**src/rtl/hazard_ctrl_if.sv**
```systemverilog
// Pipeline hazard/debug control bundle: register numbers and control bits in,
// stall/flush/forward selects and debug status out.
interface hazard_ctrl_if #(
  parameter int CNT_W = 16
);
  logic [4:0]       RsD, RtD, RsE, RtE;
  logic [4:0]       WriteRegE, WriteRegM, WriteRegW;
  logic             RegWriteE, MemtoRegE, RegWriteM, MemtoRegM, RegWriteW;
  logic             BranchD;
  logic             HaltReq, StepReq;

  logic             StallF, StallD, FlushE;
  logic             ForwardAD, ForwardBD;
  logic [1:0]       ForwardAE, ForwardBE;
  logic             Halted;
  logic [CNT_W-1:0] StallCount;

  // master drives the pipeline/debug view, slave is the hazard unit
  modport master (
    output RsD, RtD, RsE, RtE, WriteRegE, WriteRegM, WriteRegW,
           RegWriteE, MemtoRegE, RegWriteM, MemtoRegM, RegWriteW,
           BranchD, HaltReq, StepReq,
    input  StallF, StallD, FlushE, ForwardAD, ForwardBD,
           ForwardAE, ForwardBE, Halted, StallCount
  );

  modport slave (
    input  RsD, RtD, RsE, RtE, WriteRegE, WriteRegM, WriteRegW,
           RegWriteE, MemtoRegE, RegWriteM, MemtoRegM, RegWriteW,
           BranchD, HaltReq, StepReq,
    output StallF, StallD, FlushE, ForwardAD, ForwardBD,
           ForwardAE, ForwardBE, Halted, StallCount
  );
endinterface

```
**src/rtl/hazard_ctrl.sv**
```systemverilog
// Five-stage MIPS hazard unit: combinational forwarding and load/branch stall
// detection, plus a RUN/HALT/STEP debug FSM and a saturating stall counter.
module hazard_ctrl #(
  parameter int CNT_W = 16
) (
  input logic         CLK,
  input logic         RST,
  hazard_ctrl_if.slave hz
);

  typedef enum logic [1:0] {
    RUN  = 2'd0,
    HALT = 2'd1,
    STEP = 2'd2
  } stateT;

  stateT            state, stateNext;
  logic             stepReqQ;
  logic             stepEdge;
  logic             lwStall, branchStall, hStall;
  logic             countEn;
  logic [CNT_W-1:0] stallCnt;

  // Execute-operand source: 2'b10 ALUOutM, 2'b01 ResultW, 2'b00 register file.
  function automatic logic [1:0] exeFwd(input logic [4:0] src,
                                        input logic       regWrM,
                                        input logic [4:0] wrM,
                                        input logic       regWrW,
                                        input logic [4:0] wrW);
    logic [1:0] sel;
    sel = 2'b00;
    if (src != 5'd0 && regWrM && wrM == src)      sel = 2'b10;
    else if (src != 5'd0 && regWrW && wrW == src) sel = 2'b01;
    return sel;
  endfunction

  // A nonzero destination that matches either Decode source.
  function automatic logic hitsDecode(input logic [4:0] wr,
                                      input logic [4:0] rsD,
                                      input logic [4:0] rtD);
    return (wr != 5'd0) && (wr == rsD || wr == rtD);
  endfunction

  always_comb begin
    hz.ForwardAE = exeFwd(hz.RsE, hz.RegWriteM, hz.WriteRegM,
                          hz.RegWriteW, hz.WriteRegW);
    hz.ForwardBE = exeFwd(hz.RtE, hz.RegWriteM, hz.WriteRegM,
                          hz.RegWriteW, hz.WriteRegW);
    hz.ForwardAD = (hz.RsD != 5'd0) && hz.RegWriteM && (hz.WriteRegM == hz.RsD);
    hz.ForwardBD = (hz.RtD != 5'd0) && hz.RegWriteM && (hz.WriteRegM == hz.RtD);
  end

  always_comb begin
    lwStall     = hz.MemtoRegE && (hz.RtE != 5'd0) &&
                  (hz.RtE == hz.RsD || hz.RtE == hz.RtD);
    // beq compares in Decode, so an ALU result still in Execute or a load
    // result still in Memory cannot be forwarded in time
    branchStall = hz.BranchD &&
                  ((hz.RegWriteE && hitsDecode(hz.WriteRegE, hz.RsD, hz.RtD)) ||
                   (hz.MemtoRegM && hitsDecode(hz.WriteRegM, hz.RsD, hz.RtD)));
    hStall      = lwStall || branchStall;
  end

  // A held StepReq yields a single rising edge, hence a single STEP.
  assign stepEdge = hz.StepReq && !stepReqQ;

  // NOTE: every variable written here gets a default first, so no path through
  // the case leaves it unassigned and no latch is inferred.
  always_comb begin
    stateNext = state;
    unique case (state)
      RUN:  if (hz.HaltReq) stateNext = HALT;
      HALT: begin
        if (!hz.HaltReq)   stateNext = RUN;
        else if (stepEdge) stateNext = STEP;
      end
      STEP: stateNext = hz.HaltReq ? HALT : RUN;
      default: stateNext = RUN;
    endcase
  end

  always_comb begin
    hz.StallF = hStall;
    hz.StallD = hStall;
    hz.FlushE = hStall;
    hz.Halted = 1'b0;
    if (!RST) begin
      // bubble Execute while the rest of the pipe restarts from fetch
      hz.StallF = 1'b0;
      hz.StallD = 1'b0;
      hz.FlushE = 1'b1;
    end else if (state == HALT) begin
      // Decode is frozen so its instruction survives; Execute sees bubbles
      hz.StallF = 1'b1;
      hz.StallD = 1'b1;
      hz.FlushE = 1'b1;
      hz.Halted = 1'b1;
    end
  end

  assign countEn       = (state == RUN || state == STEP) && hStall;
  assign hz.StallCount = stallCnt;

  // NOTE: sequential state uses non-blocking assignments so every register
  // samples pre-edge values regardless of statement order.
  always_ff @(posedge CLK) begin
    if (!RST) begin
      state    <= RUN;
      stepReqQ <= 1'b0;
      stallCnt <= '0;
    end else begin
      state    <= stateNext;
      stepReqQ <= hz.StepReq;
      if (countEn && stallCnt != {CNT_W{1'b1}})
        stallCnt <= stallCnt + 1'b1;
    end
  end

  // STEP is a one-cycle state by construction.
  stepOneCycle: assert property (@(posedge CLK) disable iff (!RST)
    state == STEP |=> state != STEP);

endmodule
```
**src/flat_wrapper.sv**
```systemverilog
// flat-port wrapper written by rule: the top's interface ports become plain ports
module hazard_ctrl_flat 
#(
  parameter int CNT_W = 16
)
  (CLK, RST, hz_RsD, hz_RtD, hz_RsE, hz_RtE, hz_WriteRegE, hz_WriteRegM, hz_WriteRegW, hz_RegWriteE, hz_MemtoRegE, hz_RegWriteM, hz_MemtoRegM, hz_RegWriteW, hz_BranchD, hz_HaltReq, hz_StepReq, hz_StallF, hz_StallD, hz_FlushE, hz_ForwardAD, hz_ForwardBD, hz_ForwardAE, hz_ForwardBE, hz_Halted, hz_StallCount);
  hazard_ctrl_if #(.CNT_W(CNT_W)) hz_i ();
  input logic CLK;
  input logic RST;
  input wire logic [$bits(hz_i.RsD)-1:0] hz_RsD;
  input wire logic [$bits(hz_i.RtD)-1:0] hz_RtD;
  input wire logic [$bits(hz_i.RsE)-1:0] hz_RsE;
  input wire logic [$bits(hz_i.RtE)-1:0] hz_RtE;
  input wire logic [$bits(hz_i.WriteRegE)-1:0] hz_WriteRegE;
  input wire logic [$bits(hz_i.WriteRegM)-1:0] hz_WriteRegM;
  input wire logic [$bits(hz_i.WriteRegW)-1:0] hz_WriteRegW;
  input wire logic [$bits(hz_i.RegWriteE)-1:0] hz_RegWriteE;
  input wire logic [$bits(hz_i.MemtoRegE)-1:0] hz_MemtoRegE;
  input wire logic [$bits(hz_i.RegWriteM)-1:0] hz_RegWriteM;
  input wire logic [$bits(hz_i.MemtoRegM)-1:0] hz_MemtoRegM;
  input wire logic [$bits(hz_i.RegWriteW)-1:0] hz_RegWriteW;
  input wire logic [$bits(hz_i.BranchD)-1:0] hz_BranchD;
  input wire logic [$bits(hz_i.HaltReq)-1:0] hz_HaltReq;
  input wire logic [$bits(hz_i.StepReq)-1:0] hz_StepReq;
  output wire logic [$bits(hz_i.StallF)-1:0] hz_StallF;
  output wire logic [$bits(hz_i.StallD)-1:0] hz_StallD;
  output wire logic [$bits(hz_i.FlushE)-1:0] hz_FlushE;
  output wire logic [$bits(hz_i.ForwardAD)-1:0] hz_ForwardAD;
  output wire logic [$bits(hz_i.ForwardBD)-1:0] hz_ForwardBD;
  output wire logic [$bits(hz_i.ForwardAE)-1:0] hz_ForwardAE;
  output wire logic [$bits(hz_i.ForwardBE)-1:0] hz_ForwardBE;
  output wire logic [$bits(hz_i.Halted)-1:0] hz_Halted;
  output wire logic [$bits(hz_i.StallCount)-1:0] hz_StallCount;
  assign hz_i.RsD = hz_RsD;
  assign hz_i.RtD = hz_RtD;
  assign hz_i.RsE = hz_RsE;
  assign hz_i.RtE = hz_RtE;
  assign hz_i.WriteRegE = hz_WriteRegE;
  assign hz_i.WriteRegM = hz_WriteRegM;
  assign hz_i.WriteRegW = hz_WriteRegW;
  assign hz_i.RegWriteE = hz_RegWriteE;
  assign hz_i.MemtoRegE = hz_MemtoRegE;
  assign hz_i.RegWriteM = hz_RegWriteM;
  assign hz_i.MemtoRegM = hz_MemtoRegM;
  assign hz_i.RegWriteW = hz_RegWriteW;
  assign hz_i.BranchD = hz_BranchD;
  assign hz_i.HaltReq = hz_HaltReq;
  assign hz_i.StepReq = hz_StepReq;
  assign hz_StallF = hz_i.StallF;
  assign hz_StallD = hz_i.StallD;
  assign hz_FlushE = hz_i.FlushE;
  assign hz_ForwardAD = hz_i.ForwardAD;
  assign hz_ForwardBD = hz_i.ForwardBD;
  assign hz_ForwardAE = hz_i.ForwardAE;
  assign hz_ForwardBE = hz_i.ForwardBE;
  assign hz_Halted = hz_i.Halted;
  assign hz_StallCount = hz_i.StallCount;
  hazard_ctrl #(.CNT_W(CNT_W)) u_core (.CLK(CLK), .RST(RST), .hz(hz_i));
endmodule
```
**config.mk**
```make
export PLATFORM = sky130hd
export DESIGN_NAME = hazard_ctrl_flat
export DESIGN_NICKNAME = d
export VERILOG_FILES = /design/src/rtl/hazard_ctrl_if.sv /design/src/rtl/hazard_ctrl.sv /design/src/flat_wrapper.sv
export SDC_FILE = /design/constraint.sdc
export NUM_CORES = 1
export LEC_CHECK = 0
export CORE_MARGIN = 4
export CORE_UTILIZATION = 39
export DETAILED_ROUTE_END_ITERATION = 7
export PLACE_DENSITY = 0.75
export SETUP_SLACK_MARGIN = 0.15
export SLEW_MARGIN = 20
export SYNTH_ARGS = -nofsm -noshare
export SYNTH_HDL_FRONTEND = slang
export SYNTH_SLANG_ARGS = --single-unit
export TNS_END_PERCENT = 20
```
**constraint.sdc**
```tcl
create_clock -name CLK -period 1.88 [get_ports CLK]
set_input_delay 0.188 -clock CLK [delete_from_list [all_inputs] [get_ports CLK]]
set_output_delay 0.188 -clock CLK [all_outputs]
set_load 0.05 [all_outputs]
```
==> metrics.md, run 1 <==
| Metric | Value |
|---|---|
| Syn Area/Cell | `approximately 7.9 um2` |
| Total global-route track usage | `roughly 24%` |
| Final hold violations | `0` |
| Largest net degree at the start of global routing | `13` |
| Vias in the first global route | `roughly 2.0k` |
| Final setup fails | `8` |
| Post-route antenna net violation count | `0` |
| Antenna Cells | `0` |
| Via count | `2208` |
| Psw | `approximately 0.42 mW` |
| Max clock buf depth | `2` |
| Clk network pwr share | `between 20% and 30%` |
| Clock buffer count from CTS | `3` |
| Worst Hold Class | `register to register` |
| Post-layout nets | `374` |
| Sequential share of power | `32.6%` |
| Final WS setup | `-79.65 ps` |
| Core Area | `4086 um2` |
| RSZ-0062 raised after global routing | `yes` |
| Final wirelength | `7641 um` |
| Antenna violations before repair | `0` |
| Slew Viols, Final | `0` |
| Routability Congestion | `0.8893` |
| Most frequent CP cell | `buf_6` |
| Failing checks | `setup timing` |
| Critical path class | `primary input to register` |
| Crit start category | `primary input` |
| Sequential share of the synthesized area | `~23%` |
| Top cells by count, synth | `xnor2_1 (39), nand2_1 (22), dfxtp_1 (19), nand3_1 (14), xor2_1 (12)` |
| Logic gate share of total power | `a little over two fifths` |
| Status | `finished with violations` |
| First-pass GRT wire length | `10090 um` |
| CP cell instances | `buf_6 > xnor2_1 > nand3_1 > o22ai_2 > o2111ai_4 > buf_4 > buf_6 > a311o_2 > or3_4 > a21oi_2` |
| Largest area contributor in the netlist | `dfxtp_1` |
| Skew-Pair Late Insertion Delay | `270 ps` |
| Rel. slew slack | `roughly two thirds` |
| H-tree depth | `1` |
| Die Y | `73.72 um` |
| Synth unique cells | `43` |
| Req. time, crit path | `between 2000 and 2500 ps` |
| Main flop type after synthesis | `dfxtp_1` |
| Cell with the most instances after synthesis | `xnor2_1` |
| Pint | `0.8411 mW` |
| Yosys reg bits | `19` |
| CP Capture Type | `register` |
| CTS Root Buffer Type | `clkbuf_8` |
| Ys async rst share | `0%` |
| Reg clk slew, reported paths | `roughly 70 ps` |
| Post-Syn Area | `between 1500 and 2000 um2` |
| Finished Layout Cells | `between 300 and 400` |
| Row cnt | `23` |
| Sequential Area | `between 300 and 400 um2` |
| Routed vias/inst | `5.857` |
| Crit path time final | `approximately 2000 ps` |
| Peak VDD IR | `about 0.24 mV` |
| I/O pin count | `around 70` |
| Share of layout cells above drive strength 1 | `between 40% and 50%` |
| Crit Path Max Fanout | `6` |
| Mapped Nets | `260` |
| Switch share | `between 30% and 40%` |
| Final core utilization | `81.26%` |
| Critical path's slowest cell | `a311o_2` |
| Post-placement cell count | `355` |
| Total grt overflow | `0` |
| Setup Skew | `2.447 ps` |
| Clk sink count | `19` |
| Initial Utilization | `41.21%` |
| DRC | `0` |
| Synthesized instance count | `roughly 210` |
| Max cap viols | `0` |
| Final HPWL DP | `4529 um` |
| DR iter-0 viols | `approximately 160` |
| Die footprint | `5434 um2` |
| CTS tree | `yes` |
| Multi-input gate area | `1623 um2` |
| # port buffers | `70` |
| Final TNS setup | `-406.9 ps` |
| Yosys Warn Count | `0` |
| Fmax | `around 0.51 GHz` |
| DR pass1 iterations | `4` |
| Top cells by area, synth | `dfxtp_1 (23%), xnor2_1 (20%), xor2_1 (6.2%)` |
| Area growth, synth to finish | `97.18%` |
| Routed wire length per instance | `a little over 20 um` |
| Pwr/cell area | `approximately 380 nW/um2` |
| Fillers | `roughly 250` |
| Actual slew at the worst max-slew pin | `~510 ps` |
| Post-synth EDFFs | `0` |
| Die width | `73.72 um` |
| Fin crit share | `104.2%` |
| Share of the synthesized area in the top cell type | `22.59%` |
| Slowest stage delay, CP | `slightly above 400 ps` |
| Critical path data arrival time | `between 2000 and 2500 ps` |
| Static leakage | `~1.4 nW` |
## power by group through the flow
stage	clock (mW)	sequential [mW]	combinational, mW
final	0.300	0.412	0.553
after global routing	0.309	0.413	0.575
after CTS	0.291	0.411	0.469
after detailed placement	0	0.421	0.440
after global placement	0	0.420	0.430
after floorplan	0	0.425	0.226
## kinds of logic (layout without fill, tap and decap cells)
| logic type | count (synthesis) | count (layout) | synth area share (%) |
|---|---|---|---|
| AOI/OAI and AO/OA | 28 | 29 | 11.67 |
| xor gates and xnor gates | 51 | 51 | 26.52 |
| adders and majority gates | 1 | 1 | 0.7428 |
| buffers and inverters | 19 | 131 | 6.314 |
| DFF | 19 | 19 | 22.59 |
| muxes | 6 | 6 | 3.566 |
| and+or+nand+nor | 90 | 90 | 28.60 |
## per-layer routing
| layer | track usage, % | up-vias | wire length [um] |
|---|---|---|---|
| met5 | 0 | - | 0 |
| met4 | 7.646 | 0 | 437 |
| met3 | 4.514 | 40 | 667 |
| met2 | 41.73 | 144 | 3733 |
| met1 | 30.10 | 1037 | 2802 |
| li1 | - | 987 | - |
## what timing repair did
item                       4_1_cts  5_1_grt
hold endpoints to repair         0        0
hold buffers                     0        0
setup endpoints to repair       25       27
pin swaps                       42       40
gates cloned                     1        0
setup buffers                   13        4
resized for setup              158       61
## critical path: cells and delay by family
kind	cells	cell delay, ps
AOI/OAI and AO/OA	4	900
xor gates and xnor gates	1	170
buffers and inverters	3	390
and+or+nand+nor	2	510
## cells in the final DEF, fill, tap and decap left out, drive strengths merged, types with 2 or more instances in the layout
master and instances:
xor2 12, mux2i 6, and2 2, nor4 4, xnor2 39, nor3 6
dfxtp 19, o21ai 4, buf 89, nor2 9, nand3 14, a311o 2
and3 6, or3 6, clkbuf 7, o2111ai 2, nand2b 6, inv 3
dlymetal6s2s 3, clkdlybuf4s50 26, nand2 22, o311a 3, or4 3, a21oi 8
nand4 7, dlygate4sd2 2
## worst paths after layout
path | from | endpoint | slack (ps) | depth (start not counted)
max | hz_RtD[3] | u_core.hz.StallCount[8]$_SDFFE_PN0P_ | -80 | 10
min | u_core.hz.StallCount[5]$_SDFFE_PN0P_ | u_core.hz.StallCount[5]$_SDFFE_PN0P_ | 490 | 2
max reg2reg | u_core.hz.StallCount[0]$_SDFFE_PN0P_ | u_core.hz.StallCount[13]$_SDFFE_PN0P_ | 70 | 9
min reg2reg | u_core.hz.StallCount[5]$_SDFFE_PN0P_ | u_core.hz.StallCount[5]$_SDFFE_PN0P_ | 490 | 2
## cell type report
| class | instances | share of cell area [%] |
|---|---|---|
| well taps | 50 | 1.884 |
| flip-flops and latches | 19 | 11.76 |
| repair buffers | 123 | 35.68 |
| multi-input cells | 177 | 48.87 |
| inverters | 4 | 0.4521 |
| clock buffers | 4 | 1.356 |
## stage by stage
stage	hold slack (ps)	power (mW)	cell area, um2	worst slack, ps
final	491.8	1.265	3321	-79.65
after floorplan	315.3	0.6513	1843	-98.46
after global routing	523.1	1.297	3321	-147.4
after global placement	473.3	0.8502	2825	-611.3
after CTS	490.4	1.172	3057	-47.61
after detailed placement	477.2	0.8601	2825	-670.4
## registers in the layout, summed over array words and instances, names as in the netlist
name and flops:
u_core.stepReqQ 1, u_core.hz.StallCount 16, u_core.state 2
No activity file was read; power rests on OpenSTA's default activity.
==> run 2: changes to the inputs <==
- CORE_UTILIZATION: 39 -> 40
- PLACE_DENSITY: 0.75 -> 0.74
- clock period: 1.88 -> 2.3 ns (I/O delays scaled with it)
==> run 2 against run 1 <==
Effect of this change:
- combinational power down 34%
- critical path depth is 1 lower
- non-clock buffer count fell by 9
- critical path type unchanged
- sequential power shrank 18%
- die area shrank 2.2%
- clock-buffer cell count shrank 1
- register-to-register slack improved by 400 ps
- largest cell class unchanged
- cell count fell by 2.4%
- the run now ends clean
- cell area decreased by 12%
==> metrics.md, run 2 (same netlist as run 1, synthesis figures left out) <==
| Metric | Value |
|---|---|
| Crit Path Max Fanout | `6` |
| RSZ-0062 raised after global routing | `yes` |
| # port buffers | `70` |
| Skew-Pair Late Insertion Delay | `between 200 and 300 ps` |
| Switch share | `between 30% and 40%` |
| Worst Hold Class | `register to register` |
| Actual slew at the worst max-slew pin | `501.2 ps` |
| Static leakage | `1.131 nW` |
| Max cap viols | `0` |
| Final setup fails | `0` |
| Pint | `about 0.64 mW` |
| Psw | `between 0.2 and 0.3 mW` |
| CP Capture Type | `register` |
| Antenna violations before repair | `0` |
| Max reg flops | `16` |
| Most common cell after layout, fill and taps aside | `buf_4` |
| Antenna Cells | `0` |
| Place WS | `-288.9 ps` |
| Die Y | `72.89 um` |
| Final hold violations | `0` |
| FF-to-FF path depth | `8` |
| DR iter-0 viols | `110` |
| Req. time, crit path | `~2500 ps` |
| Total grt overflow | `0` |
| I/O pin count | `between 70 and 80` |
| DRC | `0` |
| Row cnt | `23` |
| Final HPWL DP | `4142 um` |
| Sequential share of power | `35.8%` |
| CTS Root Buffer Type | `clkbuf_8` |
| Die width | `~73 um` |
| Reg-to-reg slack, setup | `roughly 470 ps` |
| Core Area | `4029 um2` |
| Via count | `between 1.5k and 2k` |
| Critical path's slowest cell | `a311o_2` |
| Post-route antenna net violation count | `0` |
| Share of layout cells above drive strength 1 | `between 30% and 40%` |
| Status | `finished, final reports clean` |
| Routed wire length per instance | `roughly 15 um` |
| Pwr/cell area | `between 300 and 400 nW/um2` |
| Critical path class | `primary input to register` |
| Fmax | `0.4725 GHz` |
| Clk network pwr share | `25.4%` |
| Reg clk slew, reported paths | `70 ps` |
| Rel. slew slack | `66.48%` |
| Largest net degree at the start of global routing | `17` |
| Crit path time final | `~2100 ps` |
| Clock buffer count from CTS | `3` |
| Max clock buf depth | `2` |
| Total power | `0.9400 mW` |
| Post-CTS Hold Buffers | `0` |
| Initial Utilization | `41.80%` |
| H-tree depth | `1` |
| Fin crit share | `about 92%` |
| Clk sink count | `19` |
| Peak VDD IR | `roughly 0.16 mV` |
| Area growth, synth to finish | `73.92%` |
| Crit path depth | `9` |
| Worst Hold Path Cells | `2` |
| Most frequent CP cell | `buf_4` |
| Routability Congestion | `~1` |
| CP cell instances | `dlygate4sd2_1 > buf_4 > xor2_1 > nor3_2 > o221ai_4 > buf_4 > a311o_2 > or3_4 > a21oi_2` |
| CTS tree | `yes` |
| Vias in the first global route | `~2k` |
| Routed vias/inst | `~5.3` |
| Die footprint | `5312 um2` |
| Critical path data arrival time | `around 2300 ps` |
| Crit start category | `primary input` |
| Slowest stage delay, CP | `440 ps` |
| Setup Skew | `1.699 ps` |
| DR pass1 iterations | `4` |
| Final wirelength | `~5400 um` |
| Delay-heaviest family, CP | `compound AO/OA/AOI/OAI gates` |
| Logic gate share of total power | `roughly 39%` |
| Slew Viols, Final | `0` |
| Bufs and invs on worst path | `3` |
| Final WS setup | `~180 ps` |
| Fillers | `approximately 320` |
| First-pass GRT wire length | `approximately 9000 um` |
| Total global-route track usage | `between 20% and 30%` |
| Post-layout nets | `roughly 370` |
| Commonest cells after routing, fill and taps aside | `buf_4 (44), xnor2_1 (36), clkdlybuf4s50_1 (35), nand2_1 (21), dfxtp_1 (19)` |
## run 2: cell count changes in the layout (fill, tap and decap cells not counted), moves of 3 or more
cell	change
a21oi_1	+3
a21oi_2	-3
buf_2	-8
buf_6	-22
clkbuf_2	+11
clkdlybuf4s50_1	+9
dfxtp_1	+8
dfxtp_2	-8
dlygate4sd2_1	+6
dlymetal6s2s_1	-3
xnor2_1	+15
xnor2_2	-15
## run 2: final timing paths
kind,start,endpoint
worst max-delay path,hz_RtD[2],u_core.hz.StallCount[4]$_SDFFE_PN0P_
worst min-delay path,u_core.hz.StallCount[14]$_SDFFE_PN0P_,u_core.hz.StallCount[14]$_SDFFE_PN0P_
worst max register to register,u_core.hz.StallCount[5]$_SDFFE_PN0P_,u_core.hz.StallCount[2]$_SDFFE_PN0P_
worst min register to register,u_core.hz.StallCount[14]$_SDFFE_PN0P_,u_core.hz.StallCount[14]$_SDFFE_PN0P_
## run 2: metrics by stage
stage / utilization (%) / instances / hold WS (ps) / cell area [um2] / TNS, ps
3_3_place_gp: 67.61 / 354 / 486.8 / 2724 / -2612
5_1_grt: 72.70 / 368 / 525.2 / 2929 / 0
2_1_floorplan: - / 214 / 357.3 / 1752 / 0
3_5_place_dp: 67.61 / 354 / 493.1 / 2724 / -2971
6_report: 72.70 / 368 / 503.6 / 2929 / 0
4_1_cts: 72.80 / 367 / 502.6 / 2933 / 0
## run 2: layout make-up
cell class,instances,area [um2],area share [%]
Tap cell,50,62.56,2.136
Clock inverter,1,5.005,0.1709
Multi-Input combinational cell,177,1399,47.76
Clock buffer,3,41.29,1.410
Timing Repair Buffer,114,1026,35.03
Sequential cell,19,380.4,12.99
Inverter,4,15.01,0.5126
## run 2: tightest hold or removal path, stage by stage (launching register included)
cell     delay (ps)
dfxtp_1         330
inv_1            70
a21oi_1          60
## run 2: power groups by stage
stage                     Clock (mW)  Combinational [mW]  Sequential, mW
after floorplan                    0               0.171           0.347
after global placement             0               0.340           0.343
after detailed placement           0               0.343           0.343
after CTS                      0.240               0.359           0.336
after global routing           0.257               0.390           0.337
final                          0.239               0.365           0.336
## run 2: timing repair
item | CTS | global route
gates resized for setup | 52 | 37
setup buffers | 8 | 1
cloned | 1 | 0
setup endpoints to repair | 10 | 11
pin swaps | 15 | 25
## run 2: metal layers
metal  vias to the layer above  GRT usage (%)  part of all wire (%)
li1                        963              -                     -
met4                         0          7.582                   2.0
met2                        88          33.67                    46
met1                       889          26.80                    45
met3                        11          3.857                   7.1
met5                         -              0                     0
